==> src/rtl/sprite_framebuffer_renderer_pkg.sv <==
// Shared types and constants for the sprite renderer: FSM states, glyph layout, letter codes.
// Pure declarations; no timing or backpressure of its own.
package sprite_pkg;

  typedef enum logic [1:0] {
    IDLE  = 2'd0,
    CLEAR = 2'd1,
    DRAW  = 2'd2,
    SWAP  = 2'd3
  } render_state_t;

  localparam int GLYPH_BITS    = 30;
  localparam int GLYPH_ROWS    = 5;
  localparam int TRIP_W        = 3;
  localparam int LEFT_MSB      = 29;
  localparam int RIGHT_MSB     = 14;
  localparam int RIGHT_COL_OFS = 5;

  localparam logic [7:0] CODE_A     = 8'h41;
  localparam logic [7:0] CODE_B     = 8'h42;
  localparam logic [7:0] CODE_C     = 8'h43;
  localparam logic [7:0] CODE_BLOCK = 8'h7F;

  // {left rows 0..4, right rows 0..4}, each row a 3-bit triplet, MSB = rightmost pixel
  localparam logic [GLYPH_BITS-1:0] GLYPH_A     = 30'b010_101_111_101_101_111_100_110_100_111;
  localparam logic [GLYPH_BITS-1:0] GLYPH_B     = 30'b110_101_110_101_110_011_100_100_100_011;
  localparam logic [GLYPH_BITS-1:0] GLYPH_C     = 30'b011_100_100_100_011_101_101_010_101_101;
  localparam logic [GLYPH_BITS-1:0] GLYPH_BLOCK = 30'h3FFF_FFFF;

endpackage

==> src/rtl/sprite_framebuffer_renderer_glyph_rom.sv <==
// Letter-code to 30-bit glyph lookup; combinational, zero latency, no backpressure.
// Unknown codes render as an empty glyph.
module glyph_rom
  import sprite_pkg::*;
(
  input  logic [7:0]            code,
  output logic [GLYPH_BITS-1:0] glyph
);

  always_comb begin
    case (code)
      CODE_A:     glyph = GLYPH_A;
      CODE_B:     glyph = GLYPH_B;
      CODE_C:     glyph = GLYPH_C;
      CODE_BLOCK: glyph = GLYPH_BLOCK;
      default:    glyph = '0;
    endcase
  end

endmodule

==> src/rtl/sprite_framebuffer_renderer.sv <==
// Double-buffered sprite renderer: clear + draw back buffer, then swap; FB_H+NUM_SPRITES*GLYPH_H+1 edges per frame.
// Never stalls: a start while busy is held as one pending request and served at the swap.
module sprite_framebuffer_renderer
  import sprite_pkg::*;
#(
  parameter int FB_W        = 40,
  parameter int FB_H        = 30,
  parameter int NUM_SPRITES = 3,
  parameter int YW          = 5,
  parameter int Y_LIMIT     = 22,
  parameter int ROW_BASE    = 2,
  parameter int COL_BASE    = 6,
  parameter int COL_PITCH   = 10,
  parameter int GLYPH_H     = 5
) (
  input  logic                      clock,
  input  logic                      reset_n,
  input  logic                      start,
  input  logic [NUM_SPRITES*8-1:0]  letters,
  input  logic [NUM_SPRITES*YW-1:0] ypos,
  input  logic [NUM_SPRITES-1:0]    sprite_en,
  output logic [FB_W*FB_H-1:0]      framebuffer,
  output logic                      busy,
  output logic                      done
);

  localparam int AW = $clog2(FB_W*FB_H) + 1;
  localparam int RW = (FB_H > 1) ? $clog2(FB_H) : 1;
  localparam int SW = (NUM_SPRITES > 1) ? $clog2(NUM_SPRITES) : 1;
  localparam int GW = (GLYPH_H > 1) ? $clog2(GLYPH_H) : 1;

  render_state_t             state;
  logic [RW-1:0]             row_cnt;
  logic [SW-1:0]             spr_cnt;
  logic [GW-1:0]             grow_cnt;
  logic                      pending;
  logic [NUM_SPRITES*8-1:0]  snap_letters;
  logic [NUM_SPRITES*YW-1:0] snap_ypos;
  logic [NUM_SPRITES-1:0]    snap_en;

  logic [FB_W-1:0]           back [FB_H];

  logic [7:0]                cur_code;
  logic [YW-1:0]             cur_y;
  logic                      cur_en;
  logic [GLYPH_BITS-1:0]     cur_glyph;
  logic [TRIP_W-1:0]         left_trip;
  logic [TRIP_W-1:0]         right_trip;
  logic [AW-1:0]             trow;
  logic [AW-1:0]             col_x;
  logic                      draw_we;
  logic [FB_W-1:0]           row_mask;

  always_comb begin
    cur_code = '0;
    cur_y    = '0;
    cur_en   = 1'b0;
    for (int i = 0; i < NUM_SPRITES; i++) begin
      if (spr_cnt == SW'(i)) begin
        cur_code = snap_letters[i*8 +: 8];
        cur_y    = snap_ypos[i*YW +: YW];
        cur_en   = snap_en[i];
      end
    end
  end

  glyph_rom u_glyph_rom (
    .code  (cur_code),
    .glyph (cur_glyph)
  );

  always_comb begin
    left_trip  = '0;
    right_trip = '0;
    for (int r = 0; r < GLYPH_ROWS; r++) begin
      if (grow_cnt == GW'(r)) begin
        left_trip  = cur_glyph[LEFT_MSB  - TRIP_W*r -: TRIP_W];
        right_trip = cur_glyph[RIGHT_MSB - TRIP_W*r -: TRIP_W];
      end
    end
  end

  assign trow    = AW'(ROW_BASE) + AW'(cur_y) + AW'(grow_cnt);
  assign col_x   = AW'(COL_BASE) + AW'(spr_cnt) * AW'(COL_PITCH);
  assign draw_we = (state == DRAW) && cur_en && (AW'(cur_y) < AW'(Y_LIMIT)) && (trow < AW'(FB_H));

  // Triplet LSB lands on the lower column; columns past FB_W simply match no mask bit.
  always_comb begin
    row_mask = '0;
    for (int k = 0; k < TRIP_W; k++) begin
      for (int c = 0; c < FB_W; c++) begin
        if (AW'(c) == col_x + AW'(k))
          row_mask[c] = left_trip[k];
        if (AW'(c) == col_x + AW'(RIGHT_COL_OFS + k))
          row_mask[c] = right_trip[k];
      end
    end
  end

  always_ff @(posedge clock or negedge reset_n) begin
    if (!reset_n) begin
      state        <= IDLE;
      row_cnt      <= '0;
      spr_cnt      <= '0;
      grow_cnt     <= '0;
      pending      <= 1'b0;
      busy         <= 1'b0;
      done         <= 1'b0;
      snap_letters <= '0;
      snap_ypos    <= '0;
      snap_en      <= '0;
    end else begin
      done <= 1'b0;
      if (start && state != IDLE)
        pending <= 1'b1;
      case (state)
        IDLE: begin
          if (start) begin
            snap_letters <= letters;
            snap_ypos    <= ypos;
            snap_en      <= sprite_en;
            busy         <= 1'b1;
            row_cnt      <= '0;
            state        <= CLEAR;
          end
        end
        CLEAR: begin
          row_cnt <= row_cnt + 1'b1;
          if (row_cnt == RW'(FB_H-1)) begin
            spr_cnt  <= '0;
            grow_cnt <= '0;
            state    <= DRAW;
          end
        end
        DRAW: begin
          if (grow_cnt == GW'(GLYPH_H-1)) begin
            grow_cnt <= '0;
            if (spr_cnt == SW'(NUM_SPRITES-1))
              state <= SWAP;
            else
              spr_cnt <= spr_cnt + 1'b1;
          end else begin
            grow_cnt <= grow_cnt + 1'b1;
          end
        end
        SWAP: begin
          done <= 1'b1;
          // A request seen during this frame (or right now) restarts from live inputs.
          if (pending || start) begin
            snap_letters <= letters;
            snap_ypos    <= ypos;
            snap_en      <= sprite_en;
            pending      <= 1'b0;
            row_cnt      <= '0;
            state        <= CLEAR;
          end else begin
            busy  <= 1'b0;
            state <= IDLE;
          end
        end
        default: state <= IDLE;
      endcase
    end
  end

  always_ff @(posedge clock or negedge reset_n) begin
    if (!reset_n) begin
      framebuffer <= '0;
      for (int r = 0; r < FB_H; r++)
        back[r] <= '0;
    end else begin
      case (state)
        CLEAR: begin
          for (int r = 0; r < FB_H; r++)
            if (row_cnt == RW'(r))
              back[r] <= '0;
        end
        DRAW: begin
          for (int r = 0; r < FB_H; r++)
            if (draw_we && trow == AW'(r))
              back[r] <= back[r] | row_mask;
        end
        SWAP: begin
          for (int r = 0; r < FB_H; r++)
            framebuffer[r*FB_W +: FB_W] <= back[r];
        end
        default: ;
      endcase
    end
  end

endmodule
==> config.mk <==
export PLATFORM = sky130hd
export DESIGN_NAME = sprite_framebuffer_renderer
export DESIGN_NICKNAME = d
export VERILOG_FILES = /design/src/rtl/sprite_framebuffer_renderer_pkg.sv /design/src/rtl/sprite_framebuffer_renderer_glyph_rom.sv /design/src/rtl/sprite_framebuffer_renderer.sv
export SDC_FILE = /design/constraint.sdc
export NUM_CORES = 2
export LEC_CHECK = 0
export ABC_AREA = 1
export BUFFER_PORTS_ARGS = -buffer_cell sky130_fd_sc_hd__buf_4
export CAP_MARGIN = 20
export CELL_PAD_IN_SITES_DETAIL_PLACEMENT = 1
export CELL_PAD_IN_SITES_GLOBAL_PLACEMENT = 1
export CORE_ASPECT_RATIO = 0.5
export CORE_MARGIN = 4
export CORE_UTILIZATION = 40
export DETAILED_ROUTE_END_ITERATION = 8
export PLACE_DENSITY_LB_ADDON = 0.1
export SETUP_SLACK_MARGIN = 0.02
export SLEW_MARGIN = 40
export SYNTH_ARGS = -nofsm -noshare
export SYNTH_HDL_FRONTEND = slang
export SYNTH_SLANG_ARGS = --single-unit
==> constraint.sdc <==
create_clock -name clock -period 4 [get_ports clock]
set_input_delay 0.4 -clock clock [delete_from_list [all_inputs] [get_ports clock]]
set_output_delay 0.4 -clock clock [all_outputs]
set_load 0.01 [all_outputs]
==> flow_results.xml <==
<?xml version="1.0" encoding="UTF-8"?>
<metrics>
  <group name="status">
    <metric name="outcome" unit="">finished, violations left</metric>
    <metric name="failed_checks" unit="">negative setup slack</metric>
  </group>
  <group name="synth">
    <metric name="gate_count_of_the_mapped_netlist" unit="">10200</metric>
    <metric name="synth_simple_gate_area_frac" unit="">0.156</metric>
    <metric name="netlist.area_leader.share" unit="">0.641</metric>
    <metric name="muxShareOfSynthArea" unit="">0.00493</metric>
    <metric name="synth-main-ff-cell" unit="">dfrtp_1</metric>
    <metric name="synth_compound_gate_area_share" unit="">0.117</metric>
    <metric name="synth.cell_area" unit="sq mm">0.0959</metric>
    <metric name="synth_commonest_cells" unit="">dfrtp_1, nand2_1, inv_1</metric>
    <metric name="net_count_after_synthesis" unit="">10300</metric>
    <metric name="ys_ff_latch" unit="">2457</metric>
    <metric name="dominant_cells_by_area_after_synthesis" unit="">dfrtp_1, nand2_1, a21oi_1</metric>
    <metric name="postSynthAreaPerCell" unit="sq um">9.38</metric>
    <metric name="synth_xor_xnor_area_share" unit="">0.000183</metric>
    <metric name="async_reset_ff_frac" unit="">1.00</metric>
    <metric name="synth-adder-area-share" unit="">0.00386</metric>
    <metric name="synth_seq_area_share" unit="">0.641</metric>
    <metric name="synth_edf_count" unit="">0</metric>
    <metric name="synth_top_family_by_area" unit="">simple AND/OR/NAND/NOR gates</metric>
    <metric name="synth_cell_type_count" unit="">40</metric>
    <metric name="synthMostInstantiatedCell" unit="">dfrtp_1</metric>
    <metric name="top_cell_type_by_total_area_after_synthesis" unit="">dfrtp_1</metric>
    <metric name="synth.yosys.warnings" unit="">0</metric>
  </group>
  <group name="timing">
    <metric name="finalHoldViolations" unit="">0</metric>
    <metric name="worst_slack" unit="ns">-0.0850</metric>
    <metric name="post_route_clock_period_utilization" unit="">1.02</metric>
    <metric name="clock_skew" unit="ns">0.0396</metric>
    <metric name="grt_setup_unrepaired" unit="">true</metric>
    <metric name="setup_tns" unit="ns">-3.45</metric>
    <metric name="setup-violations-final" unit="">137</metric>
    <metric name="finalWorstPathRequiredPeriod" unit="ns">4.09</metric>
    <metric name="fmax" unit="MHz">245</metric>
    <metric name="worstMarginPinSlew" unit="ns">0.989</metric>
    <metric name="slew_headroom" unit="">0.340</metric>
    <metric name="drv_slew" unit="">0</metric>
  </group>
  <group name="setup_path">
    <metric name="critical_path_arrival" unit="ns">4.87</metric>
    <metric name="timing.setup.critical_path_class" unit="">reg -&gt; reg</metric>
    <metric name="worst-endpoint-required" unit="ns">4.79</metric>
    <metric name="critPathBufInv" unit="">10</metric>
    <metric name="slowest_delay" unit="ns">0.42</metric>
    <metric name="family_with_the_most_delay_on_the_worst_path" unit="">buffers and inverters</metric>
    <metric name="worst_setup_path_end_kind" unit="">register</metric>
    <metric name="crit_top_cell" unit="">buf_12</metric>
    <metric name="crit_fanout" unit="">7</metric>
    <metric name="timing.critical_path.slowest_stage_cell" unit="">dfrtp_1</metric>
    <metric name="timing.critical_path.from_type" unit="">register</metric>
  </group>
  <group name="pwr">
    <metric name="power_density" unit="mW/mm^2">863</metric>
    <metric name="power.ir.vdd_worst" unit="V">0.000482</metric>
    <metric name="power.static_leakage" unit="nW">60.7</metric>
  </group>
  <group name="grt">
    <metric name="grt_busiest_layer" unit="">met2</metric>
    <metric name="globalRouteTotalUtil" unit="">0.332</metric>
    <metric name="first_global_vias" unit="">83300</metric>
    <metric name="global_route_wire_length_before_repair" unit="mm">600</metric>
    <metric name="m1_gr_usage" unit="">0.441</metric>
    <metric name="grt_util_met3" unit="">0.0557</metric>
    <metric name="grt.met2_usage" unit="">0.531</metric>
    <metric name="grt_start_max_net_pins" unit="">157</metric>
    <metric name="antenna_found_initial" unit="">36</metric>
    <metric name="grt_overflow" unit="">0</metric>
  </group>
  <group name="placement">
    <metric name="port_buffers" unit="">1246</metric>
    <metric name="dp_hpwl" unit="mm">288</metric>
    <metric name="preCtsSetupSlack" unit="ns">-0.324</metric>
    <metric name="place_congestion" unit="">0.915</metric>
    <metric name="dpl_cell_area" unit="sq mm">0.114</metric>
  </group>
  <group name="routing">
    <metric name="num_vias" unit="">83300</metric>
    <metric name="drt_pass1_iterations" unit="">5</metric>
    <metric name="detail_route.vias_per_cell" unit="">5.52</metric>
    <metric name="post_drt_wl_per_cell" unit="um">29.3</metric>
    <metric name="detail_route.drc_violations" unit="">0</metric>
    <metric name="routed_wl" unit="mm">442</metric>
    <metric name="dr.first_iter.drc_count" unit="">8636</metric>
    <metric name="postRouteAntennaNets" unit="">0</metric>
  </group>
  <group name="floorplanning">
    <metric name="die-area" unit="sq mm">0.248</metric>
    <metric name="rows" unit="">126</metric>
    <metric name="fp.dieH" unit="um">354</metric>
    <metric name="start_util" unit="">0.404</metric>
    <metric name="fp.coreArea" unit="sq mm">0.237</metric>
    <metric name="ios" unit="">1247</metric>
    <metric name="die_w" unit="um">700</metric>
  </group>
  <group name="clocking">
    <metric name="tritoncts_clock_tree" unit="">yes</metric>
    <metric name="cts_made_buffers" unit="">226</metric>
    <metric name="clk_pin_slew" unit="ns">0.08</metric>
    <metric name="cts_num_sinks" unit="">2457</metric>
    <metric name="cts.path.max_buffers" unit="">4</metric>
    <metric name="clock_tree.root_cell" unit="">clkbuf_16</metric>
    <metric name="clock_insertion_delay_worst_skew" unit="ns">0.90</metric>
    <metric name="ctsHtreeMaxLevel" unit="">4</metric>
  </group>
  <group name="cells_and_area">
    <metric name="fin_util" unit="">0.531</metric>
    <metric name="finalInstanceArea" unit="sq mm">0.126</metric>
    <metric name="flow.area_growth_from_synthesis" unit="%">31.5</metric>
    <metric name="fin_nets" unit="">11800</metric>
    <metric name="drive_gt1_frac" unit="">0.226</metric>
  </group>
  <group name="worst_hold_path">
    <metric name="hold_class" unit="">in -&gt; async</metric>
  </group>
  <group name="run">
    <metric name="cap_viol_max_count" unit="">0</metric>
  </group>
</metrics>
stage by stage:
step,power [W],std cells,hold slack (ns)
2_1_floorplan,0.0530,10200,0.104
3_3_place_gp,0.0770,14400,0.381
3_5_place_dp,0.0779,14400,0.386
4_1_cts,0.102,14900,0.121
5_1_grt,0.113,15100,0.123
6_report,0.109,15100,0.133
worst paths after layout:
kind / start / to / slack (ns) / cells after the start
setup / recovery: spr_cnt[0] / back[163] / -0.09 / 27
hold / removal: reset_n / framebuffer[276] / 0.13 / 2
setup reg to reg: spr_cnt[0] / back[163] / -0.09 / 27
hold reg to reg: framebuffer[884] / framebuffer[884] / 0.47 / 2
max in group asynchronous: reset_n / framebuffer[990] / 2.35 / 4
min in group clock: letters[12] / snap_letters[12] / 0.30 / 3
state kept, by name, summed over array words and instances, names as in the netlist:
signal / cells
pending: 1
snap_letters: 24
snap_en: 3
grow_cnt: 3
state: 2
framebuffer: 1200
snap_ypos: 15
busy: 1
done: 1
spr_cnt: 2
row_cnt: 5
back: 1200
cell usage in the layout, fill, tap and decap left out, types with 5 or more instances in the layout:
cell type,Yosys,layout
a21oi_1,1111,991
clkbuf_1,433,46
ha_4,0,9
inv_8,0,5
nand3_2,1,10
diode_2,0,14
nand2_4,0,31
nor3_1,12,12
inv_2,14,20
nor2_2,13,25
nand3_4,0,35
nor2_4,19,49
o21ai_0,1065,1062
nand2_8,0,5
clkbuf_16,0,288
clkinvlp_4,0,12
a21oi_4,0,33
nand2_1,2300,2251
nor2_1,369,327
buf_4,10,1509
a21oi_2,15,102
nand3b_1,7,7
buf_16,0,18
buf_8,0,13
dlygate4sd3_1,0,44
nand4_1,43,43
mux2_2,42,42
bufinv_16,0,8
nand2_2,3,16
ha_1,28,18
buf_12,0,264
clkbuf_8,0,58
clkinv_2,0,44
inv_1,1115,1100
nand3_1,851,807
dfrtp_1,2457,2457
buf_6,0,47
layer usage:
metal | vias to the layer above | part of all wire
met5 | - | 0.000027
met4 | 2 | 0.054
met3 | 852 | 0.072
met2 | 3230 | 0.47
met1 | 43700 | 0.41
li1 | 35500 | -
worst reg2reg max path, delay by kind of cell (launching register included):
kind,cells,cell delay [ns]
buffers and inverters,10,1.28
adder cells (fa/ha/maj),4,0.81
AO/OA/AOI/OAI,5,0.74
AND/OR/NAND/NOR,8,0.72
flip-flops,1,0.42
kinds of logic (layout without fill, tap and decap cells):
logic type / after synthesis / after routing
buf+inv: 1852 / 3491
compound gates: 2217 / 2217
simple gates: 3621 / 3621
flops: 2457 / 2457
xor+xnor: 2 / 2
fa+ha+maj: 29 / 29
mux: 42 / 42
other cells: 0 / 14
cell type report:
type / count / area [sq um]
diodes: 14 / 35.0
well taps: 3200 / 4000
inverters: 1131 / 4290
multi-input cells: 5911 / 29100
repair buffers: 1955 / 19800
flip-flops and latches: 2457 / 61500
clock inverters: 72 / 653
clock buffers: 333 / 6700
fillers: 26300 / 111000
power breakdown:
| group | internal (W) | switching [W] |
|---|---|---|
| sequential | 0.0310 | 0.00467 |
| clock | 0.0121 | 0.0102 |
| combinational | 0.0191 | 0.0317 |
repair_timing:
action | 4_1_cts | 5_1_grt
endpoints found under the hold margin | 247 | 0
pin swaps | 19 | 75
buffers inserted | 24 | 54
cloned | 8 | 83
hold buffers | 44 | 0
resized for setup | 46 | 340
endpoints found under the setup margin | 1175 | 1155
(Power assumes the default switching activity.)
